==> config.mk <==
export PLATFORM = sky130hd
export DESIGN_NAME = clk_src_ctrl
export DESIGN_NICKNAME = d
export VERILOG_FILES = /design/src/rtl/clk_src_ctrl_pkg.sv /design/src/rtl/clk_src_sync2.sv /design/src/rtl/clk_src_ctrl.sv
export SDC_FILE = /design/constraint.sdc
export NUM_CORES = 1
export LEC_CHECK = 0
export CAP_MARGIN = 15
export CORE_ASPECT_RATIO = 1.2
export CORE_MARGIN = 2
export CORE_UTILIZATION = 30
export CTS_BUF_LIST = sky130_fd_sc_hd__clkbuf_2
export CTS_CLUSTER_DIAMETER = 60
export DETAILED_ROUTE_END_ITERATION = 8
export PLACE_DENSITY = 0.45
export SLEW_MARGIN = 15
export SYNTH_ARGS = -nofsm -noshare
export SYNTH_HDL_FRONTEND = slang
export SYNTH_HIERARCHICAL = 1
export SYNTH_SLANG_ARGS = --single-unit
==> constraint.sdc <==
create_clock -name clk -period 2.4 [get_ports clk]
set_input_delay 0.72 -clock clk [delete_from_list [all_inputs] [get_ports clk]]
set_output_delay 0.72 -clock clk [all_outputs]
set_load 0.02 [all_outputs]
==> src/rtl/clk_src_ctrl_pkg.sv <==
// ---------------------------------------------------------------------------
// clk_src_ctrl_pkg
//   Shared types and constants for the dual-MMCM clock-source sequencer.
//   - clk_src_state_t : 3-bit sequencer state encoding.
//   - SWITCH_CNT_W    : width of the ext<->int switch counter output.
// ---------------------------------------------------------------------------
package clk_src_ctrl_pkg;

  typedef enum logic [2:0] {
    S_RST   = 3'd0,
    S_LOCK  = 3'd1,
    S_INT   = 3'd2,
    S_EXT   = 3'd3,
    S_FAULT = 3'd4
  } clk_src_state_t;

  localparam int SWITCH_CNT_W = 16;

endpackage : clk_src_ctrl_pkg

==> src/rtl/clk_src_sync2.sv <==
// ---------------------------------------------------------------------------
// clk_src_sync2
//   Two-flop synchronizer bringing an asynchronous level into the clk domain.
//   Both flops clear to 0 on rst.
// Ports:
//   clk  in  1  destination clock
//   rst  in  1  asynchronous active-high reset
//   d    in  1  asynchronous input level
//   q    out 1  synchronized level (2 clk cycles of latency)
// ---------------------------------------------------------------------------
module clk_src_sync2 (
  input  logic clk,
  input  logic rst,
  input  logic d,
  output logic q
);

  logic meta_reg;
  logic q_reg;

  always_ff @(posedge clk or posedge rst) begin
    if (rst) begin
      meta_reg <= 1'b0;
      q_reg    <= 1'b0;
    end else begin
      meta_reg <= d;
      q_reg    <= meta_reg;
    end
  end

  assign q = q_reg;

endmodule : clk_src_sync2

==> src/rtl/clk_src_ctrl.sv <==
// ---------------------------------------------------------------------------
// clk_src_ctrl
//   Sequencer for the dual-MMCM clock-source mux. Holds the MMCMs in reset,
//   waits for lock (retrying on timeout, giving up into S_FAULT), runs on the
//   internal source and promotes to the external source only after a
//   stability window. Falls back to internal as soon as ext stops or
//   force_int is raised; a lock loss restarts the whole bring-up.
//
// Optional feature (macro CLK_SRC_CTRL_SWITCH_CNT_EN):
//   defined     -> switch_cnt counts S_INT<->S_EXT transitions, saturating.
//   not defined -> switch_cnt is tied to 0.
//
// Ports:
//   clk             in   1   free-running control clock
//   rst             in   1   asynchronous active-high reset
//   clk_ext_active  in   1   ext clock running flag (async, synchronized here)
//   locked          in   1   combined MMCM lock (async, synchronized here)
//   force_int       in   1   level, 1 = never select ext
//   retry           in   1   single-cycle pulse, leaves S_FAULT
//   mmcm_rst_n      out  1   0 = MMCMs held in reset
//   clk_int_select  out  1   1 = internal source selected
//   using_ext       out  1   1 while in S_EXT
//   fault           out  1   1 while in S_FAULT
//   state_o         out  3   current state encoding
//   switch_cnt      out  16  ext<->int switch count
// ---------------------------------------------------------------------------
module clk_src_ctrl
  import clk_src_ctrl_pkg::*;
#(
  parameter int RST_CYCLES    = 16,
  parameter int LOCK_TIMEOUT  = 100000,
  parameter int STABLE_CYCLES = 4096,
  parameter int MAX_RETRY     = 3
) (
  input  logic                    clk,
  input  logic                    rst,
  input  logic                    clk_ext_active,
  input  logic                    locked,
  input  logic                    force_int,
  input  logic                    retry,
  output logic                    mmcm_rst_n,
  output logic                    clk_int_select,
  output logic                    using_ext,
  output logic                    fault,
  output logic [2:0]              state_o,
  output logic [SWITCH_CNT_W-1:0] switch_cnt
);

  localparam int RST_W   = $clog2(RST_CYCLES + 1);
  localparam int LOCK_W  = $clog2(LOCK_TIMEOUT + 1);
  localparam int STAB_W  = $clog2(STABLE_CYCLES + 1);
  localparam int RETRY_W = $clog2(MAX_RETRY + 1);

  localparam logic [RST_W-1:0]   RST_LAST  = RST_W'(RST_CYCLES - 1);
  localparam logic [LOCK_W-1:0]  LOCK_LAST = LOCK_W'(LOCK_TIMEOUT - 1);
  localparam logic [STAB_W-1:0]  STAB_MAX  = STAB_W'(STABLE_CYCLES);
  localparam logic [RETRY_W-1:0] RETRY_MAX = RETRY_W'(MAX_RETRY);

  // ---- input synchronizers ------------------------------------------------
  logic ext_s;
  logic lock_s;

  clk_src_sync2 u_sync_ext (
    .clk (clk),
    .rst (rst),
    .d   (clk_ext_active),
    .q   (ext_s)
  );

  clk_src_sync2 u_sync_lock (
    .clk (clk),
    .rst (rst),
    .d   (locked),
    .q   (lock_s)
  );

  // ---- state and counters -------------------------------------------------
  clk_src_state_t     state_reg, state_next;
  logic [RST_W-1:0]   rst_cnt_reg, rst_cnt_next;
  logic [LOCK_W-1:0]  lock_cnt_reg, lock_cnt_next;
  logic [STAB_W-1:0]  stab_cnt_reg, stab_cnt_next;
  logic [RETRY_W-1:0] retry_cnt_reg, retry_cnt_next;

  logic rst_done;
  logic lock_expired;
  logic stab_full;
  logic retry_avail;

  assign rst_done     = (rst_cnt_reg == RST_LAST);
  assign lock_expired = (lock_cnt_reg == LOCK_LAST);
  assign stab_full    = (stab_cnt_reg == STAB_MAX);
  assign retry_avail  = (retry_cnt_reg < RETRY_MAX);

  // State register
  always_ff @(posedge clk or posedge rst) begin
    if (rst) begin
      state_reg <= S_RST;
    end else begin
      state_reg <= state_next;
    end
  end

  // Next-state logic. Check order encodes the event priority:
  // lock loss first, then ext loss / force_int, then stability promotion.
  always_comb begin
    state_next = state_reg;
    case (state_reg)
      S_RST: begin
        if (rst_done) state_next = S_LOCK;
      end
      S_LOCK: begin
        if (lock_s)            state_next = S_INT;
        else if (lock_expired) state_next = retry_avail ? S_RST : S_FAULT;
      end
      S_INT: begin
        if (!lock_s)                     state_next = S_RST;
        else if (stab_full && !force_int) state_next = S_EXT;
      end
      S_EXT: begin
        if (!lock_s)                  state_next = S_RST;
        else if (!ext_s || force_int) state_next = S_INT;
      end
      S_FAULT: begin
        if (retry) state_next = S_RST;
      end
      default: state_next = S_RST;
    endcase
  end

  // Counter next values. Dwell counters restart whenever their state is
  // (re)entered; the stability window only accumulates while in S_INT, so
  // leaving S_INT for any reason discards it.
  always_comb begin
    rst_cnt_next   = '0;
    lock_cnt_next  = '0;
    stab_cnt_next  = '0;
    retry_cnt_next = retry_cnt_reg;

    if (state_reg == S_RST && state_next == S_RST)
      rst_cnt_next = rst_cnt_reg + RST_W'(1);

    if (state_reg == S_LOCK && state_next == S_LOCK)
      lock_cnt_next = lock_cnt_reg + LOCK_W'(1);

    if (state_reg == S_INT && ext_s)
      stab_cnt_next = stab_full ? stab_cnt_reg : stab_cnt_reg + STAB_W'(1);

    if (state_reg == S_LOCK) begin
      if (lock_s)
        retry_cnt_next = '0;
      else if (lock_expired && retry_avail)
        retry_cnt_next = retry_cnt_reg + RETRY_W'(1);
    end
    if (state_reg == S_FAULT && retry)
      retry_cnt_next = '0;
  end

  always_ff @(posedge clk or posedge rst) begin
    if (rst) begin
      rst_cnt_reg   <= '0;
      lock_cnt_reg  <= '0;
      stab_cnt_reg  <= '0;
      retry_cnt_reg <= '0;
    end else begin
      rst_cnt_reg   <= rst_cnt_next;
      lock_cnt_reg  <= lock_cnt_next;
      stab_cnt_reg  <= stab_cnt_next;
      retry_cnt_reg <= retry_cnt_next;
    end
  end

  // ---- registered outputs -------------------------------------------------
  // Decoded from state_next so the outputs change on the same edge as the
  // state register (sync 2 cycles + 1 decision cycle = 3-cycle response).
  logic mmcm_rst_n_reg, mmcm_rst_n_next;
  logic select_reg, select_next;
  logic using_ext_reg, using_ext_next;
  logic fault_reg, fault_next;

  always_comb begin
    mmcm_rst_n_next = (state_next != S_RST);
    select_next     = (state_next != S_EXT);
    using_ext_next  = (state_next == S_EXT);
    fault_next      = (state_next == S_FAULT);
  end

  always_ff @(posedge clk or posedge rst) begin
    if (rst) begin
      mmcm_rst_n_reg <= 1'b0;
      select_reg     <= 1'b1;
      using_ext_reg  <= 1'b0;
      fault_reg      <= 1'b0;
    end else begin
      mmcm_rst_n_reg <= mmcm_rst_n_next;
      select_reg     <= select_next;
      using_ext_reg  <= using_ext_next;
      fault_reg      <= fault_next;
    end
  end

  assign mmcm_rst_n     = mmcm_rst_n_reg;
  assign clk_int_select = select_reg;
  assign using_ext      = using_ext_reg;
  assign fault          = fault_reg;
  assign state_o        = state_reg;

  // ---- optional switch counter --------------------------------------------
`ifdef CLK_SRC_CTRL_SWITCH_CNT_EN
  logic [SWITCH_CNT_W-1:0] switch_cnt_reg;
  logic                    is_switch;

  assign is_switch = ((state_reg == S_INT) && (state_next == S_EXT)) ||
                     ((state_reg == S_EXT) && (state_next == S_INT));

  always_ff @(posedge clk or posedge rst) begin
    if (rst) begin
      switch_cnt_reg <= '0;
    end else if (is_switch && (switch_cnt_reg != '1)) begin
      switch_cnt_reg <= switch_cnt_reg + SWITCH_CNT_W'(1);
    end
  end

  assign switch_cnt = switch_cnt_reg;
`else
  assign switch_cnt = '0;
`endif

endmodule : clk_src_ctrl

# ---- After elaboration in Yosys (flattened, before gate mapping)
# Index checks and enable logic that the tools add are counted.
dict set report classes {
  n_addsub 4
  n_lt_le_gt_ge 1
  n_eq_ne 12
  n_mux 18
  reduce_logical 15
}
# op count
set ops {}
lappend ops {{2-to-1 mux 3 bit} 9}
lappend ops {{2-to-1 mux 13 bit} 2}
lappend ops {{adder 17 x 1 -> 17 bit, second input constant} 1}
lappend ops {{equality test 17 bit, second input constant} 1}
lappend ops {{2-to-1 mux 17 bit} 1}
lappend ops {{case mux 3 bit (5 select lines)} 1}
lappend ops {{adder 13 x 1 -> 13 bit, second input constant} 1}
lappend ops {{equality test 13 bit, second input constant} 1}
lappend ops {{equality test 3 x 2 -> 1 bit, second input constant} 3}
lappend ops {{2-to-1 mux 2 bit} 4}
lappend ops {{equality test 3 x 1 -> 1 bit, second input constant} 2}
lappend ops {{equality test 3 bit, second input constant} 2}
lappend ops {{logical AND 1 bit} 6}
lappend ops {{zero test 3 bit} 2}
lappend ops {{nonzero test 3 bit} 2}
lappend ops {{adder 5 x 1 -> 5 bit, second input constant} 1}
lappend ops {{equality test 5 x 4 -> 1 bit, second input constant} 1}
lappend ops {{2-to-1 mux 5 bit} 1}
lappend ops {{inequality test 3 x 2 -> 1 bit, second input constant} 1}
lappend ops {{adder 2 x 1 -> 2 bit, second input constant} 1}
lappend ops {{zero test 1 bit} 2}
lappend ops {{< comparator 2 bit, second input constant} 1}
lappend ops {{inequality test 2 bit, second input constant} 1}
lappend ops {{AND reduction 2 bit} 1}
lappend ops {{other kinds (2)} 2}
dict set report totals {
  ff_bits 48
  output_inout_bits 23
  word_cells 63
}

# ---- Depth between registers and ports, before layout
# Gate-level depths: netlist (run 1).
dict set report depth {
  word_depth 8
  mapped_depth 7
  ltp_nobuf 7
}

# ---- Cells and area by module
# Netlist (run 1), hierarchy kept.
# module n_inst cells_each area_each_um2
set by_module_without_submodules {}
lappend by_module_without_submodules {clk_src_ctrl 1 223 2217.1}
lappend by_module_without_submodules {clk_src_sync2 2 3 53.8}

# ---- Worst setup path before layout (run 1)
# No wires, ideal clock.
dict set report synth_path {
  kind {register to register}
  from {register lock_cnt_reg[6]}
  to {register mmcm_rst_n_reg, in the netlist mmcm_rst_n}
  arrival_time_ns 1.529
  required_ns 2.268
  slack_ns 0.739
  stages_incl_launch_ff 6
  n_path_buf 0
  path_cell_list {dfrtp_1 > and4bb_1 > nand3b_2 > o21ai_4 > a21boi_2 > or3b_1}
}
dict set report synth_between {
  elab_chain_cells 5
}
# element line_no
set synth_rtl {}
lappend synth_rtl {{start, declared} clk_src_ctrl.sv:80} ;# logic [LOCK_W-1:0] lock_cnt_reg, lock_cnt_next;
lappend synth_rtl {{start signal, assigned} clk_src_ctrl.sv:166} ;# lock_cnt_reg <= lock_cnt_next;
lappend synth_rtl {{equality test 17 bit} clk_src_ctrl.sv:90} ;# assign lock_expired = (lock_cnt_reg == LOCK_LAST);
lappend synth_rtl {{2-to-1 mux 3 bit} clk_src_ctrl.sv:113} ;# else if (lock_expired) state_next = retry_avail ? S_RST : S_FAULT;
lappend synth_rtl {{2-to-1 mux 3 bit} clk_src_ctrl.sv:112} ;# if (lock_s) state_next = S_INT;
lappend synth_rtl {{case mux 3 bit (5 select lines)} clk_src_ctrl.sv:107} ;# case (state_reg)
lappend synth_rtl {{nonzero test 3 bit} clk_src_ctrl.sv:181} ;# mmcm_rst_n_next = (state_next != S_RST);
lappend synth_rtl {{net mmcm_rst_n_next} clk_src_ctrl.sv:175} ;# logic mmcm_rst_n_reg, mmcm_rst_n_next;
lappend synth_rtl {{end signal, assigned} clk_src_ctrl.sv:194} ;# mmcm_rst_n_reg <= mmcm_rst_n_next;
lappend synth_rtl {{end, declared} clk_src_ctrl.sv:175}
# The timed path passes the listed nets, and every way through them passes these cells.
# A chain may end at the register's enable or synchronous reset.

# ---- Worst setup path after layout (run 1)
dict set report layout_path {
  from {register select_reg, in the netlist clk_int_select}
  to {output port clk_int_select}
}
# element line_no
set layout_lines {}
lappend layout_lines {{start, declared} clk_src_ctrl.sv:176} ;# logic select_reg, select_next;
lappend layout_lines {{start signal, assigned} clk_src_ctrl.sv:195} ;# select_reg <= select_next;
lappend layout_lines {{end, declared} clk_src_ctrl.sv:42} ;# output logic clk_int_select,
# No word-level cell between the ends.

==> results of run 1 <==
-- final timing paths --
kind,end,depth (start not counted),slack (ns),startpoint
max,clk_int_select,1,0.12,clk_int_select
min,u_sync_ext/q,0,0.38,u_sync_ext/meta_reg
max reg2reg,retry_cnt_reg[1],5,0.55,lock_cnt_reg[0]
min reg2reg,u_sync_ext/q,0,0.38,u_sync_ext/meta_reg
max in group asynchronous,clk_int_select,3,1.26,rst
min in group asynchronous,u_sync_lock/meta_reg,2,0.47,rst
-- timing repair --
action,CTS,global route
setup endpoints to repair,0,2
gates resized for setup,0,2
setup buffers,0,0
-- metrics by stage --
stage | area, µm² | setup WS [ns]
finish | 2580 | 0.115
global route | 2580 | 0.0295
CTS | 2580 | 0.0557
detailed placement | 2510 | 0.560
global placement | 2510 | 0.578
floorplan | 2380 | 0.651
-- cells by family after synthesis --
logic type                 Yosys count
and+or+nand+nor                    105
adders and majority gates            6
buffers and inverters               28
AOI/OAI and AO/OA                   13
xor gates and xnor gates            26
other                                1
muxes                                2
DFF                                 48
-- cell type report --
type	count	area (µm²)	area share [%]
inverter	9	33.8	1.31
tap	92	115	4.46
sequential	48	1200	46.7
clock buffer	6	30.0	1.16
timing repair buffer	16	150	5.81
clock inverter	2	35.0	1.36
multi-input combinational	168	1010	39.2
-- cells in the final DEF (no fill, tap or decap), types with 2 or more instances in the layout --
cell              n
dfrtp_2           2
xor2_1           20
nor2_1           36
mux2_2            2
inv_1             8
nor3_1            6
conb_1           16
and3_1            6
ha_1              6
or3_1             2
nand2_1          16
o22ai_1           3
nor4b_1           2
nand4_1           4
buf_4             4
clkbuf_2          6
nand3_1          17
dfrtp_1          45
clkdlybuf4s50_1  12
xnor2_1           6
nor3b_1           3
or3b_1            2
o21ai_0           4
a21oi_1           3
nand3b_1          2
-- power groups by stage --
stage	Combinational [mW]	Clock (mW)	Sequential (mW)
4_1_cts	0.301	0.457	0.923
5_1_grt	0.336	0.481	0.935
3_5_place_dp	0.298	0	0.938
3_3_place_gp	0.298	0	0.937
6_report	0.293	0.437	0.922
2_1_floorplan	0.213	0	0.945
-- metal layers --
layer  wire [µm]  up-vias  GRT usage [%]
met5           0        -              0
met4          46        0           3.30
met3         101        5           2.47
met2        1930       17           16.7
met1        1990      703           14.4
li1            -      770              -
==> results.json, run 1 <==
{
  "status": "finished, final reports clean",
  "rsz0062_at_grt": "false",
  "grt_pass1_wl_um": 7200,
  "drv_slew": 0,
  "path_buf_inv": 1,
  "synth_edf_count": 0,
  "yosysMostFrequentCell": "dfrtp_1",
  "hold_buffers": 0,
  "synth_mux_area_share_pct": 0.969,
  "portBuffers": 12,
  "synth_area_leaders": "dfrtp_1 (51%), xor2_1 (7.5%), nor2_1 (5.8%), buf_4 (5.2%), nand3_1 (3.7%)",
  "synth_warnings": 6,
  "avgViaCountPerCell": 4.38,
  "antenna_found_initial": 0,
  "vias": 1495,
  "powerDensity_nw_per_um2": 640,
  "slowest_stage": "clkdlybuf4s50_1",
  "cts_tree": "yes",
  "netlist_area_um2": 2320,
  "clk_pin_slew_ns": 0.23,
  "worstPathArrival_ns": 1.56,
  "synth_top_area_share_pct": 50.6,
  "clock_latency_ns": 0.41,
  "hpwlAfterDp_um": 2990,
  "cp_data_required_time_ns": 1.68,
  "cpPeakStageDelay_ns": 0.59,
  "power_frac_comb_pct": 17.7,
  "synth-simple-area-share_pct": 23.1,
  "syn_inst": 229,
  "remaining_drc_errors": 0,
  "period_minus_slack_ns": 2.28,
  "ant_nets": 0,
  "grt_pass1_vias": 1522,
  "overflow": 0,
  "worst_pin_slew_ns": 0.542,
  "cts_root_buf": "clkbuf_2",
  "synth-xor-area-share_pct": 9.80,
  "clock_sinks": 48,
  "ctsLongestPathBuffers": 2,
  "cts_max_level": 2,
  "die_h_um": 100,
  "die_w_um": 84.4,
  "ys_types": 36,
  "p_seq_share_pct": 55.8,
  "final_cell_count_no_fill": 341,
  "critical_path.top_delay_family": "buffers and inverters",
  "finalClockSkew_ns": 0.00978,
  "critPathCaptureType": "primary output",
  "synth_compound_area_share_pct": 3.93,
  "syn_to_final_growth_pct": 11.1,
  "fillerInstances": 816,
  "synth_seq_cells": 48,
  "nNetsFinal": 260,
  "routed_wl_um": 4070,
  "p_leak_nw": 1.13,
  "synth_area_leader_cell": "dfrtp_1",
  "synthAdderAreaFrac_pct": 3.23,
  "finalCritPeriodShare_pct": 95.2,
  "fin_util_pct": 33.9,
  "synth_common_cells": "dfrtp_1 (47), nor2_1 (36), xor2_1 (20)",
  "ys.flop_type": "dfrtp_1",
  "die-area_um2": 8470,
  "worstPathMaxFanout": 1,
  "switching_share_pct": 29.1,
  "drive_above_1_share_pct": 8.84,
  "crit_type": "reg2out",
  "routabilityCongestion": 0.718,
  "ys_seq_area_share_pct": 51.7,
  "wl_per_cell_um": 11.9,
  "path_cells": "clkdlybuf4s50_1",
  "slew_headroom_pct": 63.7,
  "ios": 29,
  "grtUsageTotal_pct": 10.6,
  "drtPass1Iterations": 4,
  "finalHoldViolCount": 0,
  "insertedDiodeCount": 0,
  "synth_top_family_by_area": "simple AND/OR/NAND/NOR gates",
  "max_freq_ghz": 0.438,
  "cts_buffers": 5,
  "core_area_um2": 7620,
  "initial_core_util_pct": 30.5,
  "p_switching_uw": 480,
  "num_rows": 35,
  "grt_max_degree": 17,
  "final.setup.tns_ns": 0,
  "maxCapViolations": 0,
  "async_flop_share_pct": 100,
  "setup_viol": 0,
  "vdd_ir_drop_max_mv": 0.323,
  "start_kind": "register",
  "largest_reg_flops": 17,
  "drt_iter0_drc": 65,
  "holdWs_ns": 0.380,
  "dp.cells": 333,
  "internal_power_mw": 1.17,
  "power.total_mw": 1.65,
  "p_clk_share_pct": 26.5,
  "syn_avg_cell_area_um2": 10.2,
  "hold_class": "reg2reg"
}
Note: power is estimated with default switching activity, not from simulation.
==> inputs of run 2 (changes only) <==
==> constraint.sdc (replaced) <==
create_clock -name clk -period 2.4 [get_ports clk]
set_input_delay 0.48 -clock clk [delete_from_list [all_inputs] [get_ports clk]]
set_output_delay 0.48 -clock clk [all_outputs]
set_load 0.02 [all_outputs]
==> results.json, run 2 (synthesis gave the netlist of run 1 again) <==
{
  "grt_max_degree": 34,
  "power_frac_comb_pct": 17.7,
  "routed_wl_um": 4170,
  "insertedDiodeCount": 0,
  "fillerInstances": 793,
  "worst-path-stages": 1,
  "p_leak_nw": 1.12,
  "clock_latency_ns": 0.41,
  "p_seq_share_pct": 56.2,
  "fin_util_pct": 33.8,
  "avgViaCountPerCell": 4.43,
  "ios": 29,
  "core_area_um2": 7620,
  "cts_repair_resize_count": 0,
  "reg2reg_depth": 5,
  "clock_sinks": 48,
  "overflow": 0,
  "hold_class": "in2async",
  "path_cells": "clkdlybuf4s50_1",
  "cts_post_setup_buffers_inserted": 0,
  "ctsLongestPathBuffers": 2,
  "die_w_um": 84.4,
  "setup_viol": 0,
  "worstPathMaxFanout": 8,
  "remaining_drc_errors": 0,
  "drtPass1Iterations": 4,
  "worst_pin_slew_ns": 0.551,
  "vias": 1502,
  "drt_iter0_drc": 42,
  "internal_power_mw": 1.16,
  "routabilityCongestion": 0.715,
  "die-area_um2": 8470,
  "ant_nets": 0,
  "p_clk_share_pct": 26.1,
  "wl_per_cell_um": 12.3,
  "powerDensity_nw_per_um2": 638,
  "largest_reg_flops": 17,
  "layout_common_cells": "dfrtp_1 (47), nor2_1 (36), xor2_1 (20)",
  "initial_core_util_pct": 30.5,
  "final_cell_area_um2": 2570,
  "cts_root_buf": "clkbuf_2",
  "cpPeakStageDelay_ns": 0.66,
  "clk_pin_slew_ns": 0.25,
  "portBuffers": 12,
  "slew_headroom_pct": 63.2,
  "antenna_found_initial": 0,
  "critical_path.top_delay_family": "buffers and inverters",
  "cp_data_required_time_ns": 1.92,
  "cts_buffers": 5,
  "grt_pass1_wl_um": 7160,
  "cts_max_level": 2,
  "drv_slew": 0,
  "grt_pass1_vias": 1470,
  "hold_buffers": 0,
  "p_switching_uw": 481,
  "status": "finished, final reports clean",
  "maxCapViolations": 0,
  "area.sequential_um2": 1200,
  "drive_above_1_share_pct": 6.48,
  "path_buf_inv": 1,
  "hpwlAfterDp_um": 2890,
  "final_common_cell": "dfrtp_1",
  "cts_tree": "yes",
  "worstPathArrival_ns": 1.62,
  "die_h_um": 100,
  "num_rows": 35,
  "critPathCaptureType": "primary output",
  "crit_type": "reg2out",
  "finalCritPeriodShare_pct": 87.5,
  "finalHoldViolCount": 0,
  "max_freq_ghz": 0.476,
  "period_minus_slack_ns": 2.10,
  "start_kind": "register",
  "dpl-instance-area_um2": 2510,
  "vdd_ir_drop_max_mv": 0.313,
  "syn_to_final_growth_pct": 10.8,
  "nNetsFinal": 258,
  "switching_share_pct": 29.3,
  "rsz0062_at_grt": "false",
  "finalClockSkew_ns": 0.0210,
  "grtUsageTotal_pct": 10.6,
  "final.setup.tns_ns": 0,
  "slowest_stage": "clkdlybuf4s50_1",
  "multi_input_area_um2": 1010
}
-- run 2: final cells by class --
class / instances / area share [%]
clock buffer: 5 / 0.972
clock inverter: 3 / 1.46
inverter: 9 / 1.31
multi-input combinational: 168 / 39.4
sequential: 48 / 46.7
tap: 92 / 4.47
timing repair buffer: 14 / 5.73
-- run 2: worst paths after layout --
kind,from,to,slack [ns]
min in group clk,u_sync_lock/meta_reg,u_sync_lock/q,0.37
worst min-delay path,rst,u_sync_ext/meta_reg,0.23
worst max-delay path,state_o[2],state_o[2],0.30
worst max register to register,lock_cnt_reg[0],retry_cnt_reg[1],0.57
worst min register to register,u_sync_lock/meta_reg,u_sync_lock/q,0.37
max in group asynchronous,rst,stab_cnt_reg[6],1.57
-- run 2: per-stage QoR --
| stage | cells | hold slack, ns | power [mW] | setup slack (ns) |
|---|---|---|---|---|
| final | 339 | 0.231 | 1.64 | 0.299 |
| after global routing | 339 | 0.205 | 1.75 | 0.191 |
| after CTS | 339 | 0.201 | 1.67 | 0.279 |
| after detailed placement | 331 | 0.335 | 1.23 | 0.589 |
| after global placement | 331 | 0.334 | 1.23 | 0.629 |
| after floorplan | 244 | 0.221 | 1.16 | 0.739 |
-- run 2: power groups by stage --
stage               clock [mW]  sequential (mW)  combinational, mW
finish                   0.428            0.924              0.292
global route             0.485            0.935              0.331
CTS                      0.453            0.924              0.296
detailed placement           0            0.938              0.295
global placement             0            0.936              0.296
floorplan                    0            0.945              0.213
-- run 2: per-layer routing --
metal  global-route usage [%]  wire [µm]  up-vias
met5                        0          0        -
met4                     3.30         40        0
met3                     2.47         94        4
met2                     17.3       2040       16
met1                     14.0       2000      712
li1                         -          -      770
==> inputs of run 3 (changes only) <==
SLEW_MARGIN = default   (was 15)
==> results of run 3 <==
The final DEF is identical to that of run 2; final timing and power are the same.
==> RTL change 1 (settings of run 3) <==
Set the parameter `RST_CYCLES` to 32 (it was 16).
--- a/src/rtl/clk_src_ctrl.sv
+++ b/src/rtl/clk_src_ctrl.sv
@@ -28,5 +28,5 @@
   import clk_src_ctrl_pkg::*;
 #(
-  parameter int RST_CYCLES    = 16,
+  parameter int RST_CYCLES    = 32,
   parameter int LOCK_TIMEOUT  = 100000,
   parameter int STABLE_CYCLES = 4096,
Check against the original RTL: no difference found for any inputs over 10 cycles, from zero or initial values and one cycle with rst high; that may be too few to reach the edited logic, so the function may still have changed.
==> RTL change 1 against run 3 <==
Sequential cell count up 1; wire length up 14%; largest power group unchanged; design area up 8.8%; critical endpoint is now state_o[0]; register-to-register slack worse by 0.13 ns; total power down 0.47%; synthesized area up 11%; sequential share of layout area down 2.9 points; worst setup slack worse by 0.052 ns; largest cell class unchanged.
==> RTL change 1: results (changes against run 3) <==
Worst setup path
  – Worst endpoint data arrival time: 1.67 ns (was 1.62 ns)
  – Number of cells on the worst reg-to-reg path: 4 (was 5)
  – Launching point of the worst reg2reg path: state_o[0] (was lock_cnt_reg[0])

Finish
  – Inverters, non-clock: 8 (was 9)
  – Multi-input gate count: 179 (was 168)
  – Clock tree cell share of total cell area: 1.65% (was 2.43%)
  – Share of the final layout cell area in multi-input gates: 42.7% (was 39.4%)
  – Final layout net count: 269 (was 258)
  – Count of fill cells added during filler insertion: 892 (was 793)

Global route
  – Met1 Use GR: 14.4% (was 14.0%)
  – Global-route usage over all layers: 11.0% (was 10.6%)
  – Global-route wire length before repair: 8.10 mm (was 7.16 mm)
  – Largest net degree at the start of global routing: 46 (was 34)
  – Met3 usage: 2.66% (was 2.47%)

Synth
  – Mux contribution to synthesized area: 0.776% (was 0.969%)
  – Xor-xnor portion of the synthesized cell area: 9.17% (was 9.80%)
  – Fraction of the mapped netlist area in compound gates: 3.64% (was 3.93%)

Clock tree
  – Clock transition at the register clock pins on the worst setup and hold paths after CTS: 0.29 ns (was 0.25 ns)
  – Clock latency of the later-clocked register in the worst-skew pair: 0.45 ns (was 0.41 ns)

Outcome
  – Outcome: complete, no violations (unchanged)

Routing
  – Detailed-route vias per instance: 4.49 (was 4.43)
  – Violation count after the first detailed-routing iteration: 53 (was 42)
  – Sum of routed wire segments on met1: 2.28 mm (was 2.00 mm)

Placed design
  – Dpl hpwl: 3.29 mm (was 2.89 mm)
  – Placed cell count: 368 (was 331)
  – Final Wtd Congestion: 0.724 (was 0.715)

Timing
  – Worst Clk Skew: 0.0445 ns (was 0.0210 ns)
  – Slew at the pin closest to its max-slew limit: 0.592 ns (was 0.551 ns)

Power
  – Peak supply drop: 0.185 mV (was 0.313 mV)
## RTL change 1: power breakdown
group / total [mW] / internal [mW] / switching, mW
sequential: 0.963 / 0.897 / 0.0660
clock: 0.365 / 0.0738 / 0.291
combinational: 0.308 / 0.136 / 0.172
total: 1.64 / 1.11 / 0.529
## RTL change 1: worst paths after layout
kind	endpoint	slack (ns)
worst max-delay path	state_o[0]	0.25
worst min-delay path	u_sync_lock/meta_reg	0.24
worst max register to register	lock_cnt_reg[15]	0.44
worst min register to register	u_sync_lock/q	0.39
max in group asynchronous	clk_int_select	1.71
min in group clk	u_sync_lock/q	0.39
## RTL change 1: metrics by stage
step	util [%]	power, mW	setup WS, ns	instance area (um2)	hold WS [ns]
floorplan	-	1.22	0.423	2640	0.221
global placement	32.5	1.29	0.496	2760	0.333
detailed placement	32.5	1.29	0.458	2760	0.343
CTS	33.1	1.67	0.212	2800	0.197
global route	33.1	1.74	0.107	2800	0.211
finish	33.1	1.64	0.247	2800	0.239
==> RTL change 2 (config.mk and constraints of run 3) <==
Without the edit above. Remove the register `using_ext_reg`: a continuous assignment takes its place, so the output `using_ext` follows one clock earlier.
--- a/src/rtl/clk_src_ctrl.sv
+++ b/src/rtl/clk_src_ctrl.sv
@@ -189,13 +189,13 @@
       mmcm_rst_n_reg <= 1'b0;
       select_reg     <= 1'b1;
-      using_ext_reg  <= 1'b0;
       fault_reg      <= 1'b0;
     end else begin
       mmcm_rst_n_reg <= mmcm_rst_n_next;
       select_reg     <= select_next;
-      using_ext_reg  <= using_ext_next;
       fault_reg      <= fault_next;
     end
   end
+
+  assign using_ext_reg = using_ext_next;
 
   assign mmcm_rst_n     = mmcm_rst_n_reg;
Behaviour: same outputs for any inputs over 10 cycles, from zero or initial values and one cycle with rst high; that may be too few to reach the edited logic, so the function may still have changed.
==> RTL change 2 against run 3 <==
Sequential share of layout area is 3.4 points lower; synthesized area is 1.1% lower; die area is 1.0% lower; sequential cell count is 1 lower; total power is 4.1% lower; design area is 5.6% higher; worst setup slack worse by 0.26 ns; wire length hardly changed; combinational power is 4% higher; synthesized cell count is 0.44% lower; clock power is 14% lower; critical path type unchanged.
==> RTL change 2: results (changes against run 3) <==
Outcome
  – Outcome: complete, no violations (unchanged)

Routing
  – Met3 layer wire length in the routed design: 93 um (was 94 um)
  – Sum of routed wire segments on met1: 1.95 mm (was 2.00 mm)
  – Met2 wire len: 2.06 mm (was 2.04 mm)
  – Detailed-route vias per instance: 4.53 (was 4.43)
  – Violation count after the first detailed-routing iteration: 80 (was 42)
  – Wire length after detailed routing: 4.18 mm (was 4.17 mm)

Worst setup path
  – Critical path fanouts, max: 3 (was 8)
  – Kind of cell adding the most delay to the critical path: simple AND/OR/NAND/NOR gates (was buffers and inverters)
  – Worst endpoint data arrival time: 1.88 ns (was 1.62 ns)

Power
  – Switching Power: 0.510 mW (was 0.481 mW)
  – PwrDens: 580 nW/um2 (was 638 nW/um2)
  – Leak Pwr: 1.22 nW (was 1.12 nW)
  – Peak supply drop: 0.361 mV (was 0.313 mV)

Clock tree
  – Clock transition at the register clock pins on the worst setup and hold paths after CTS: 0.31 ns (was 0.25 ns)
  – Clock latency of the later-clocked register in the worst-skew pair: 0.45 ns (was 0.41 ns)

Finish
  – Final layout net count: 275 (was 258)
  – Layout cell share with drive strength beyond 1: 16.7% (was 6.48%)
  – Number of non-filler instances in the completed layout: 354 (was 339)

Global route
  – Global-route wire length before repair: 7.29 mm (was 7.16 mm)
  – Global-route usage over all layers: 10.8% (was 10.6%)
  – Largest net degree at the start of global routing: 32 (was 34)

Placed design
  – Worst slack at placement: -0.0424 ns (was 0.589 ns)
  – Dpl hpwl: 2.95 mm (was 2.89 mm)
  – Final Wtd Congestion: 0.733 (was 0.715)

Timing
  – Slew at the pin closest to its max-slew limit: 0.536 ns (was 0.551 ns)
  – Worst Clk Skew: 0.0465 ns (was 0.0210 ns)

Synth
  – Top post-synthesis cells by area: dfrtp_1 50%, xor2_1 7.6%, nor2_1 5.9%, buf_4 5.2%, nand3_1 3.7% (was dfrtp_1 51%, xor2_1 7.5%, nor2_1 5.8%, buf_4 5.2%, nand3_1 3.7%)
  – Post-synthesis cell count: 228 (was 229)
  – Portion of the post-synthesis area used by sequential elements: 51.2% (was 51.7%)
==> RTL change 2: worst paths after layout <==
check / startpoint / to / slack, ns / cells after the start
min in group clk: u_sync_ext/meta_reg / u_sync_ext/q / 0.39 / 0
worst max-delay path: stab_cnt_reg[10] / using_ext / 0.04 / 7
max in group asynchronous: rst / lock_cnt_reg[8] / 1.56 / 3
worst min-delay path: rst / u_sync_ext/meta_reg / 0.17 / 2
worst min register to register: u_sync_ext/meta_reg / u_sync_ext/q / 0.39 / 0
worst max register to register: lock_cnt_reg[0] / retry_cnt_reg[1] / 0.59 / 5
==> RTL change 2: cell families after synthesis <==
group                      synth area share, %
and+or+nand+nor                           23.3
DFF                                       51.2
buffers and inverters                     7.18
xor gates and xnor gates                  9.90
AOI/OAI and AO/OA                         3.97
adders and majority gates                 3.26
muxes                                    0.979
other                                    0.163
==> RTL change 2: routing by layer <==
metal	track usage (%)	vias up
li1	-	802
met1	13.6	774
met2	18.2	20
met3	2.55	7
met4	4.09	0
met5	0	-
==> RTL change 2: repair_timing <==
item,in CTS,in global routing
pin swaps,2,3
hold buffers,0,0
gates resized for setup,11,5
endpoints found under the setup margin,1,1
endpoints found under the hold margin,0,0
setup buffers,0,3
==> RTL change 2: power groups by stage <==
stage	clock network [mW]	registers [mW]	logic, mW
finish	0.369	0.902	0.305
global route	0.425	0.915	0.348
CTS	0.390	0.902	0.308
detailed placement	0	0.917	0.301
global placement	0	0.916	0.304
floorplan	0	0.928	0.212
==> RTL change 2: area by class of cell <==
| cell class | count | area share, % |
|---|---|---|
| Clock inverter | 3 | 0.966 |
| Inverter | 9 | 1.24 |
| Tap cell | 90 | 4.14 |
| Timing Repair Buffer | 32 | 10.4 |
| Sequential cell | 47 | 43.3 |
| Multi-Input combinational cell | 168 | 39.0 |
| Clock buffer | 5 | 0.920 |
